$ cat config.mk
export PLATFORM = sky130hd
export DESIGN_NAME = neuron_out_buffer
export DESIGN_NICKNAME = d
export VERILOG_FILES = /design/src/rtl/neuron_out_buffer.sv
export SDC_FILE = /design/constraint.sdc
export NUM_CORES = 1
export LEC_CHECK = 0
export ABC_AREA = 1
export BUFFER_PORTS_ARGS = -buffer_cell sky130_fd_sc_hd__buf_2
export CORE_ASPECT_RATIO = 1.25
export CORE_MARGIN = 5
export CORE_UTILIZATION = 50
export DETAILED_ROUTE_END_ITERATION = 6
export GPL_TIMING_DRIVEN = 0
export PLACE_DENSITY = 0.74
export SYNTH_ARGS = -nofsm -noshare
export SYNTH_HDL_FRONTEND = slang
export SYNTH_SLANG_ARGS = --single-unit
export TNS_END_PERCENT = 30
$ cat constraint.sdc
create_clock -name clk -period 1.7 [get_ports clk]
set_clock_uncertainty 0.05 [all_clocks]
set_input_delay 0.085 -clock clk [delete_from_list [all_inputs] [get_ports clk]]
set_output_delay 0.085 -clock clk [all_outputs]
set_load 0.02 [all_outputs]
$ cat src/rtl/neuron_out_buffer.sv
// Output event FIFO between a neuron core and the host: show-ahead read port,
// full back-pressure flag, and a saturating count of events rejected while full.
module neuron_out_buffer #(
    parameter int DEPTH = 4
) (
    input  logic                       clk,
    input  logic                       rst,
    input  logic                       emit_valid,
    input  logic [7:0]                 emit_data,
    output logic                       have_out,
    output logic                       out_valid,
    output logic [7:0]                 out_data,
    input  logic                       out_ready,
    output logic [7:0]                 drop_count,
    output logic [$clog2(DEPTH):0]     level
);

    localparam int PW = $clog2(DEPTH);
    localparam int LW = PW + 1;
    localparam logic [LW-1:0] FULL_LVL = LW'(DEPTH);

    logic [7:0]    mem_q [DEPTH];
    logic [PW-1:0] wr_ptr_q, wr_ptr_d;
    logic [PW-1:0] rd_ptr_q, rd_ptr_d;
    logic [LW-1:0] level_q, level_d;
    logic [7:0]    drop_count_q, drop_count_d;

    logic full, empty, push, pop, drop;

    // Full/empty come from registered occupancy only, so have_out never depends
    // on this cycle's emit_valid or out_ready.
    always_comb begin
        full  = (level_q == FULL_LVL);
        empty = (level_q == '0);
        push  = emit_valid && !full;
        drop  = emit_valid && full;
        pop   = out_ready && !empty;
    end

    always_comb begin
        wr_ptr_d     = wr_ptr_q;
        rd_ptr_d     = rd_ptr_q;
        level_d      = level_q;
        drop_count_d = drop_count_q;
        if (push) wr_ptr_d = wr_ptr_q + PW'(1);
        if (pop)  rd_ptr_d = rd_ptr_q + PW'(1);
        case ({push, pop})
            2'b10:   level_d = level_q + LW'(1);
            2'b01:   level_d = level_q - LW'(1);
            default: level_d = level_q;
        endcase
        if (drop && drop_count_q != 8'hFF) drop_count_d = drop_count_q + 8'd1;
    end

    always_ff @(posedge clk or posedge rst) begin
        if (rst) begin
            wr_ptr_q     <= '0;
            rd_ptr_q     <= '0;
            level_q      <= '0;
            drop_count_q <= '0;
        end else begin
            wr_ptr_q     <= wr_ptr_d;
            rd_ptr_q     <= rd_ptr_d;
            level_q      <= level_d;
            drop_count_q <= drop_count_d;
        end
    end

    // Storage is intentionally not reset; the empty gate on out_data hides it.
    always_ff @(posedge clk) begin
        if (push) mem_q[wr_ptr_q] <= emit_data;
    end

    always_comb begin
        have_out   = full;
        out_valid  = !empty;
        out_data   = empty ? 8'h00 : mem_q[rd_ptr_q];
        drop_count = drop_count_q;
        level      = level_q;
    end

endmodule
==> summary.txt, run 1 <==
Clocking
  • CTS tree: yes
  • Clk sinks: 47
  • H-tree levels: 2
  • Clock Pin Slew Worst Setup and Hold Paths: 0.08 ns
  • Clk Latency, worst-skew pair: 0.29 ns
  • Root Driver: clkbuf_8
  • CTS buffer count: 5
  • Clock Tree Buf Depth: 2

Synthesis
  • Post-synthesis sequential area ratio: 0.614
  • Asr flop ratio synth: 0.319
  • Synth Instances: 212
  • Ys flop type: edfxtp_1
  • Distinct cell type count after synthesis: 24
  • Area of the mapped netlist: 2180 µm²
  • Seq cells post-synth: 47
  • Number of synthesized flops with an enable pin: 32
  • Post-Syn Area per Cell: 10.3 µm²
  • Yosys warnings: 0
  • Mapped Nets: 231

Cells and area
  • Final std cells w/o fill: 330
  • Post-route design area: 2810 µm²
  • Layout Utilization: 0.674
  • # diodes: 0
  • NumNets Final: 292
  • Layout cells sized above 1: 0.292
  • Area growth from synthesis to layout: 28.9%

Placement
  • Number of port buffers: 32
  • Final GP Congestion: 0.744
  • DP Cell Count: 300
  • Dpl ws: -0.189 ns
  • Post-DP HPWL: 2.98 mm
  • Area after DPL: 2440 µm²

Setup path
  • Worst path arrival time: 1.92 ns
  • Setup CP Type: reg -> reg
  • Buf/Inv on CP: 3
  • Startpoint Class: register
  • Crit path max-delay family: simple AND/OR/NAND/NOR gates
  • Crit path largest cell delay: 0.43 ns
  • Slowest CP cell: dfrtp_2
  • Max Fanout on Critical Path: 4
  • Worst Path Required: 1.83 ns
  • CP Capture Type: register
  • Worst path cell trace: nor2_4 -> buf_6 -> nand2_4 -> nand2_4 -> inv_4 -> ha_4 -> inv_2 -> fa_2 -> nor2_1 -> nor2_1 -> nand2_1 -> xor2_1

Worst hold path
  • HP Class: in -> reg

STA
  • Final setup violation count: 2
  • Fin Hold WS: 0.121 ns
  • Setup WS post-layout: -0.0839 ns
  • Fin. Hold Viols: 0
  • Fmax: 0.561 GHz
  • Final TNS setup: -0.156 ns
  • Fin crit share: 1.05
  • Worst Tran Pin Value: 0.633 ns
  • Tmin final: 1.78 ns
  • Unrepaired setup endpoints after global routing: true
  • Max_slew headroom: 0.578
  • Final Max Slew Viols: 0

Floorplanning
  • DIE HEIGHT: 83.8 µm
  • Core area: 4160 µm²
  • Row Count: 26
  • Die X: 69.0 µm
  • Overall die area: 5780 µm²
  • # IOs: 33
  • Starting Density: 0.523

Status
  • Failing checks: setup timing
  • Status: complete, but fails checks

Drt
  • Total number of vias: 1603
  • Drt pass-1 iters: 4
  • Vias per Instance: 4.86
  • Residual DRC: 0
  • Average routed wire per standard cell: 13.9 µm
  • Initial DRC count: 68
  • Remaining antenna violation count: 0
  • Final WL: 4.57 mm

Global route
  • GRT Util Overall: 0.161
  • Total gr overflow: 0
  • Largest net degree at the start of global routing: 16
  • First-pass GRT wire length: 7.36 mm
  • Antenna violations before repair: 0
  • Vias in the first global route: 1626

Power
  • Pleak: 1.21 nW
  • Total Power: 4.85 mW
  • Max VDD drop: 0.000828 V
  • Power per cell area: 1730 nW/µm²

Job
  • Max cap viols: 0
timing repair:
action	CTS	global route
setup buffers	11	2
endpoints found under the setup margin	41	18
endpoints found under the hold margin	47	0
hold buffers	9	0
pin swaps	7	5
gates resized for setup	11	13
routing by layer:
metal	track usage	vias to the layer above	part of all wire
met2	0.320	24	0.56
met5	0	-	0
met4	0.0480	0	0.010
met3	0.0361	5	0.030
li1	-	811	-
met1	0.162	763	0.40
logic make-up after synthesis:
kind of cell    count (synthesis)  synth area share
simple gates                   97             0.195
flops                          47             0.614
compound gates                 29            0.0684
buf+inv                        25            0.0506
xor+xnor                        7            0.0282
fa+ha+maj                       7            0.0437
worst register-to-register path, stage by stage, from the launching register on:
cell	delay [ns]
dfrtp_2	0.43
nor2_4	0.16
buf_6	0.12
nand2_4	0.06
nand2_4	0.09
inv_4	0.04
ha_4	0.15
inv_2	0.05
fa_2	0.19
nor2_1	0.04
nor2_1	0.08
nand2_1	0.06
xor2_1	0.15
Yosys cell counts (2+ instances only):
cell      number  area, µm²
nor2_1        45        169
nand2_1       38        143
edfxtp_1      32        961
inv_1         19       71.3
o21ai_0       17       85.1
dfrtp_1       15        375
a21oi_1        9       45.0
ha_1           6       75.1
xor2_1         6       52.6
nand3_1        4       20.0
nor2_4         3       33.8
buf_4          2       15.0
inv_2          2       7.51
nand2_2        2       12.5
nand4_1        2       12.5
o21ai_1        2       10.0
flip-flops by register name, summed over array words and instances (netlist names):
signal / flops
mem_q: 32
drop_count: 8
level: 3
rd_ptr_q: 2
wr_ptr_q: 2
cell type report:
| cell class | instances | area (µm²) |
|---|---|---|
| multi-input cells | 140 | 793 |
| well taps | 56 | 70.1 |
| plain buffers | 4 | 45.0 |
| clock inverters | 1 | 30.0 |
| flip-flops and latches | 47 | 1340 |
| inverters | 21 | 87.6 |
| repair buffers | 54 | 364 |
| clock buffers | 7 | 76.3 |
| fillers | 341 | 1360 |
cells in the final DEF, fill, tap and decap left out, types with 2 or more instances in the layout:
cell type,n
a21oi_1,9
buf_2,27
buf_4,18
buf_6,3
clkbuf_1,2
clkbuf_8,5
dfrtp_1,12
dfrtp_2,3
dlygate4sd3_1,9
edfxtp_1,32
ha_1,5
inv_1,16
inv_2,2
inv_4,2
nand2_1,35
nand2_2,2
nand2_4,3
nand3_1,4
nand4_1,2
nor2_1,41
nor2_4,6
o21ai_0,16
o21ai_1,3
xor2_1,6
path summary, 6_finish.rpt:
kind                                                start                   endpoint  slack, ns  depth (start not counted)
worst max-delay path                 level[1]$_DFFE_PP0P_       level[2]$_DFFE_PP0P_      -0.08                         12
worst min-delay path                            out_ready    rd_ptr_q[0]$_DFFE_PP0P_       0.12                          4
worst max register to register       level[1]$_DFFE_PP0P_       level[2]$_DFFE_PP0P_      -0.08                         12
worst min register to register  drop_count[3]$_DFFE_PP0P_  drop_count[3]$_DFFE_PP0P_       0.48                          2
max in group asynchronous                             rst       level[0]$_DFFE_PP0P_       0.77                          3
min in group asynchronous                             rst    rd_ptr_q[0]$_DFFE_PP0P_       0.39                          3
power by group:
part	internal [mW]	switching (mW)	leakage, nW	total, mW
Sequential	1.53	0.161	0.479	1.69
Combinational	0.938	1.44	0.681	2.38
Clock	0.440	0.339	0.0524	0.779
Note: power is estimated with default switching activity, not from simulation.
==> run 2, diff against run 1 <==
--- a/config.mk
+++ b/config.mk
@@ -9,10 +9,10 @@
 export BUFFER_PORTS_ARGS = -buffer_cell sky130_fd_sc_hd__buf_2
 export CORE_ASPECT_RATIO = 1.25
 export CORE_MARGIN = 5
-export CORE_UTILIZATION = 50
+export CORE_UTILIZATION = 56
 export DETAILED_ROUTE_END_ITERATION = 6
 export GPL_TIMING_DRIVEN = 0
-export PLACE_DENSITY = 0.74
+export PLACE_DENSITY = 0.79
 export SYNTH_ARGS = -nofsm -noshare
 export SYNTH_HDL_FRONTEND = slang
 export SYNTH_SLANG_ARGS = --single-unit
==> constraint.sdc (replaced) <==
create_clock -name clk -period 1.8 [get_ports clk]
set_clock_uncertainty 0.05 [all_clocks]
set_input_delay 0.09 -clock clk [delete_from_list [all_inputs] [get_ports clk]]
set_output_delay 0.09 -clock clk [all_outputs]
set_load 0.02 [all_outputs]
==> summary.txt, run 2 (synthesis results as in run 1) <==
Drt
  • Average routed wire per standard cell: 13.1 µm (-5.2%)
  • Drt pass-1 iters: 4 (unchanged)
  • Residual DRC: 0 (unchanged)
  • Initial DRC count: 53 (-22%)
  • Total number of vias: 1596 (-0.44%)
  • Remaining antenna violation count: 0 (unchanged)
  • Vias per Instance: 4.93 (+1.4%)
  • Final WL: 4.26 mm (-6.9%)

Cells and area
  • Area growth from synthesis to layout: 24.2%
  • Biggest register: mem_q
  • Commonest non-fill, non-tap cell in the layout: nor2_1
  • Most frequent cells in the layout: nor2_1, nand2_1, edfxtp_1
  • # diodes: 0 (unchanged)
  • Layout cells sized above 1: 0.274 (-0.0179)
  • Max reg flops: 32 (unchanged)
  • NumNets Final: 288 (-1.4%)
  • Final std cells w/o fill: 324 (-1.8%)

STA
  • Fin Hold WS: 0.0181 ns (-0.102 ns)
  • Final setup violation count: 0 (-2)
  • Tmin final: 1.80 ns (+0.0136 ns)
  • Fmax: 0.556 GHz (-0.75%)
  • Final TNS setup: 0 ns (+0.156 ns)
  • Unrepaired setup endpoints after global routing: true
  • Max_slew headroom: 0.450 (-0.127)
  • Fin. Hold Viols: 0 (unchanged)
  • Worst Tran Pin Value: 0.821 ns (+0.189 ns)
  • Fin crit share: 0.999 (-0.0508)
  • Final Max Slew Viols: 0 (unchanged)

Floorplanning
  • # IOs: 33 (unchanged)
  • Row Count: 25 (-3.8%)
  • Starting Density: 0.575 (+0.0524)
  • DIE HEIGHT: 79.7 µm (-4.9%)
  • Overall die area: 5240 µm² (-9.3%)
  • Die X: 65.8 µm (-4.7%)
  • Core area: 3780 µm² (-9.1%)

Placement
  • Post-DP HPWL: 2.96 mm (-0.63%)
  • DP Cell Count: 298 (-0.67%)
  • Final GP Congestion: 0.784 (+5.4%)
  • Number of port buffers: 32 (unchanged)

Worst hold path
  • HP Class: in -> reg
  • WHS Path Cells: 3 (-1)
  • Hold Crit Start: out_ready

Global route
  • Largest net degree at the start of global routing: 16 (unchanged)
  • Total gr overflow: 0 (unchanged)
  • Antenna violations before repair: 0 (unchanged)
  • GRT Util Overall: 0.185 (+0.0236)
  • Vias in the first global route: 1568 (-3.6%)
  • First-pass GRT wire length: 7.21 mm (-2.0%)

Setup path
  • Startpoint Class: register
  • Worst path arrival time: 1.96 ns (+0.04 ns)
  • Slowest CP cell: dfrtp_2
  • Reg2reg start: level[1]$_DFFE_PP0P_
  • Worst path cell trace: nor2_4 -> nand2_2 -> nand2_4 -> ha_4 -> inv_2 -> fa_2 -> nor2_1 -> nor2_1 -> nand2_1 -> xor2_1
  • Worst r2r path cells: 10 (-2)
  • CP Capture Type: register
  • Crit path largest cell delay: 0.43 ns (about the same)
  • Setup CP Type: reg -> reg
  • Most frequent CP cell: nor2_1
  • Crit. Startpoint: level[1]$_DFFE_PP0P_
  • Max Fanout on Critical Path: 5 (+1)
  • Worst Path Required: 1.96 ns (+0.13 ns)

Clocking
  • H-tree levels: 2 (unchanged)
  • CTS tree: yes
  • Clock Tree Buf Depth: 2 (unchanged)
  • Clock Pin Slew Worst Setup and Hold Paths: 0.08 ns (about the same)
  • Clk sinks: 47 (unchanged)
  • CTS buffer count: 5 (unchanged)
  • Clk Latency, worst-skew pair: 0.30 ns (about the same)
  • Root Driver: clkbuf_8

Power
  • Power per cell area: 1580 nW/µm² (-8.6%)
  • Pleak: 1.18 nW (-2.4%)
  • Max VDD drop: 0.000759 V (-8.3%)

Status
  • Status: completed

Job
  • Max cap viols: 0 (unchanged)
-- run 2: cell count changes in the layout (fill, tap and decap cells not counted), moves of 2 or more --
cell	before	now
buf_2	27	31
buf_4	18	11
inv_1	16	18
nor2_1	41	43
nor2_4	6	3
-- run 2: worst paths after layout --
path	endpoint	slack, ns
max	level[2]$_DFFE_PP0P_	0.003
min	rd_ptr_q[0]$_DFFE_PP0P_	0.02
max reg2reg	level[2]$_DFFE_PP0P_	0.003
min reg2reg	drop_count[3]$_DFFE_PP0P_	0.49
max in group asynchronous	level[1]$_DFFE_PP0P_	0.93
min in group asynchronous	drop_count[2]$_DFFE_PP0P_	0.34
-- run 2: routing by layer --
metal | wire length (µm) | GRT usage | up-vias
li1 | - | - | 806
met1 | 1680 | 0.210 | 750
met2 | 2280 | 0.333 | 35
met3 | 213 | 0.0451 | 5
met4 | 74 | 0.0622 | 0
met5 | 0 | 0 | -
-- run 2: layout make-up --
cell class                 count  area (µm²)
buffer                         4        37.5
clock buffer                   6        72.6
clock inverter                 2        12.5
fill                         275        1080
inverter                      21        81.3
multi-input combinational    140         772
sequential                    47        1340
tap                           54        67.6
timing repair buffer          50         320
-- run 2: worst max-delay path, delay by kind of cell (launching register included) --
| family | cells | cell delay [ns] |
|---|---|---|
| adder cells (fa/ha/maj) | 2 | 0.46 |
| XOR/XNOR | 1 | 0.16 |
| buffers and inverters | 1 | 0.04 |
| AND/OR/NAND/NOR | 6 | 0.57 |
| flip-flops | 1 | 0.43 |
-- run 2: repair_timing --
action | 4_1_cts | 5_1_grt
buffers inserted | 6 | 3
pin swaps | 3 | 5
endpoints found under the hold margin | 47 | 0
gates resized for setup | 0 | 8
cloned | 0 | 0
endpoints found under the setup margin | 2 | 40
hold buffers | 9 | 0
-- run 2: report_power, final --
part / switching (mW) / internal (mW)
registers: 0.150 / 1.44
logic: 1.30 / 0.781
clock network: 0.325 / 0.271
-- run 2: metrics by stage --
stage	util	cell area (µm²)	total power, mW	setup WS [ns]
after global routing	0.714	2700	4.61	-0.123
after CTS	0.703	2660	4.19	-0.0157
after floorplan	-	2210	2.94	0.00250
after global placement	0.645	2440	3.43	-0.0435
final	0.714	2700	4.27	0.00251
after detailed placement	0.645	2440	3.50	-0.0627
==> run 3, diff against run 2 <==
--- a/config.mk
+++ b/config.mk
@@ -7,12 +7,15 @@
 export LEC_CHECK = 0
 export ABC_AREA = 1
 export BUFFER_PORTS_ARGS = -buffer_cell sky130_fd_sc_hd__buf_2
+export CELL_PAD_IN_SITES_DETAIL_PLACEMENT = 0
+export CELL_PAD_IN_SITES_GLOBAL_PLACEMENT = 2
 export CORE_ASPECT_RATIO = 1.25
 export CORE_MARGIN = 5
-export CORE_UTILIZATION = 56
+export CORE_UTILIZATION = 35
 export DETAILED_ROUTE_END_ITERATION = 6
 export GPL_TIMING_DRIVEN = 0
-export PLACE_DENSITY = 0.79
+export MAX_ROUTING_LAYER = met4
+export PLACE_DENSITY_LB_ADDON = 0.1
 export SYNTH_ARGS = -nofsm -noshare
 export SYNTH_HDL_FRONTEND = slang
 export SYNTH_SLANG_ARGS = --single-unit
==> summary.txt, run 3 (synthesis results as in run 1) <==
Status
  • Status: complete, but fails checks
  • Failing checks: setup timing

Drt
  • Drt pass-1 iters: 4 (unchanged)
  • Remaining antenna violation count: 0 (unchanged)
  • Initial DRC count: 53 (unchanged)
  • Total number of vias: 1556 (-2.5%)
  • Residual DRC: 0 (unchanged)
  • Average routed wire per standard cell: 13.4 µm (+1.8%)
  • Vias per Instance: 4.43 (-10%)
  • Final WL: 4.69 mm (+10%)

Power
  • Max VDD drop: 0.000621 V (-18%)
  • P_sw: 1.79 mW (+1.0%)
  • Reg power frac: 0.360 (-0.014)
  • Clock Power Share: 0.176 (+0.036)
  • Pleak: 1.18 nW (-0.18%)
  • Power per cell area: 1600 nW/µm² (+1.6%)
  • Internal power: 2.60 mW (+4.1%)
  • Logic pwr share: 0.464 (-0.023)
  • Switching share of power: 0.408 (-0.00738)

Cells and area
  • Layout cells sized above 1: 0.259 (-0.0147)
  • # diodes: 0 (unchanged)
  • Layout Utilization: 0.447 (-0.267)
  • NumNets Final: 284 (-1.4%)
  • Area growth from synthesis to layout: 25.7%
  • Most frequent cells in the layout: nor2_1, nand2_1, edfxtp_1
  • Fillers: 615 (+120%)
  • Commonest non-fill, non-tap cell in the layout: nor2_1
  • Max reg flops: 32 (unchanged)
  • Biggest register: mem_q

Clocking
  • Clk sinks: 47 (unchanged)
  • CTS buffer count: 5 (unchanged)
  • CTS tree: yes
  • Clk Latency, worst-skew pair: 0.30 ns (about the same)
  • H-tree levels: 2 (unchanged)
  • Clock Pin Slew Worst Setup and Hold Paths: 0.08 ns (about the same)
  • Clock Tree Buf Depth: 2 (unchanged)
  • Root Driver: clkbuf_8

STA
  • Final Max Slew Viols: 0 (unchanged)
  • Fmax: 0.554 GHz (-0.35%)
  • Worst Tran Pin Value: 0.829 ns (+0.00802 ns)
  • Final TNS setup: -0.00376 ns (-0.00376 ns)
  • Unrepaired setup endpoints after global routing: true
  • Fin crit share: 1.00 (+0.00348)
  • Setup WS post-layout: -0.00376 ns (-0.00627 ns)
  • Fin. Hold Viols: 0 (unchanged)
  • Final setup violation count: 1 (+1)
  • Max_slew headroom: 0.445 (-0.00537)
  • Tmin final: 1.80 ns (+0.00627 ns)

Setup path
  • Worst path arrival time: 1.97 ns (about the same)
  • Worst r2r path cells: 10 (unchanged)
  • Setup CP Type: reg -> reg
  • CP Capture Type: register
  • Crit. Startpoint: level[1]$_DFFE_PP0P_
  • Reg2Reg Setup Slack: -0.004 ns (about the same)
  • Reg2reg start: level[1]$_DFFE_PP0P_
  • Max Fanout on Critical Path: 7 (+2)
  • Worst Path Required: 1.97 ns (about the same)
  • Worst R2R End: level[2]$_DFFE_PP0P_
  • Startpoint Class: register

Global route
  • Antenna violations before repair: 0 (unchanged)
  • First-pass GRT wire length: 7.95 mm (+10%)
  • Largest net degree at the start of global routing: 16 (unchanged)
  • GRT Util Overall: 0.135 (-0.0494)
  • Total gr overflow: 0 (unchanged)
  • Vias in the first global route: 1612 (+2.8%)

Floorplanning
  • # IOs: 33 (unchanged)
  • Starting Density: 0.355 (-0.220)
  • Core area: 6130 µm² (+62%)
  • DIE HEIGHT: 98.2 µm (+23%)
  • Die X: 80.5 µm (+22%)
  • Overall die area: 7910 µm² (+51%)
  • Row Count: 32 (+28%)

Worst hold path
  • Hold Crit Endpoint: rd_ptr_q[0]$_DFFE_PP0P_
  • HP Class: in -> reg
  • Hold Crit Start: out_ready
  • WHS Path Cells: 3 (unchanged)

Placement
  • Number of port buffers: 32 (unchanged)
  • Post-DP HPWL: 3.26 mm (+10%)
  • Final GP Congestion: 0.721 (-8.1%)

Job
  • Max cap viols: 0 (unchanged)
## run 3: changes by cell type in the layout (fill, tap and decap cells not counted)
cell,change
buf_4,-5
buf_6,+1
bufinv_16,+1
clkbuf_1,-1
clkinv_4,+1
clkinvlp_4,-1
nor2_1,+1
nor2_2,-1
o21ai_1,+1
o21ai_2,-1
## run 3: area by class of cell
| type | count | area (µm²) | share of cell area |
|---|---|---|---|
| sequential | 47 | 1340 | 0.489 |
| multi-input combinational | 140 | 766 | 0.280 |
| timing repair buffer | 46 | 290 | 0.106 |
| tap | 85 | 106 | 0.0388 |
| inverter | 21 | 81.3 | 0.0297 |
| clock buffer | 5 | 68.8 | 0.0251 |
| clock inverter | 3 | 43.8 | 0.0160 |
| buffer | 4 | 41.3 | 0.0151 |
## run 3: power by group through the flow
stage | clock (mW) | sequential [mW] | combinational [mW]
after global routing | 0.848 | 1.61 | 2.29
after CTS | 0.806 | 1.59 | 2.01
after global placement | 0 | 1.62 | 1.93
final | 0.772 | 1.58 | 2.04
after floorplan | 0 | 1.69 | 1.26
after detailed placement | 0 | 1.62 | 1.92
## run 3: routing by layer
metal  part of all wire  up-vias  global-route usage
met5                  0        -                   -
met4              0.016        0              0.0429
met3              0.030        7              0.0249
met2               0.54       22               0.239
met1               0.42      725               0.152
li1                   -      802                   -
## run 3: worst max-delay path: stages (launching register included)
cell	delay, ns
dfrtp_2	0.44
nor2_4	0.17
nand2_2	0.09
nand2_4	0.12
ha_4	0.13
inv_2	0.04
fa_2	0.35
nor2_2	0.08
nor2_1	0.04
nand2_1	0.06
xor2_1	0.14
## run 3: through the flow
stage	hold WS, ns	worst slack, ns	instance area [µm²]	std cells	total power [mW]
after floorplan	-0.0587	0.00250	2210	212	2.94
after global placement	0.157	-0.0509	2480	329	3.54
after detailed placement	0.167	-0.0688	2480	329	3.54
after CTS	0.00829	-0.0401	2700	348	4.41
after global routing	0.0401	-0.122	2740	351	4.75
final	0.0193	-0.00376	2740	351	4.39
## run 3: repair_timing
action | in CTS | in global routing
setup buffers | 2 | 3
pin swaps | 2 | 4
resized for setup | 2 | 5
endpoints found under the setup margin | 13 | 31
hold endpoints to repair | 47 | 0
hold buffers | 9 | 0
## run 3: how the worst max path moves through the flow
stage	cells past startpoint	end	slack, ns
global placement	10	level[2]$_DFFE_PP0P_	-0.05
finish	10	level[2]$_DFFE_PP0P_	-0.004
floorplan	10	level[2]$_DFFE_PP0P_	0.003
global route	10	level[2]$_DFFE_PP0P_	-0.12
CTS	10	level[2]$_DFFE_PP0P_	-0.04
detailed placement	10	level[2]$_DFFE_PP0P_	-0.07
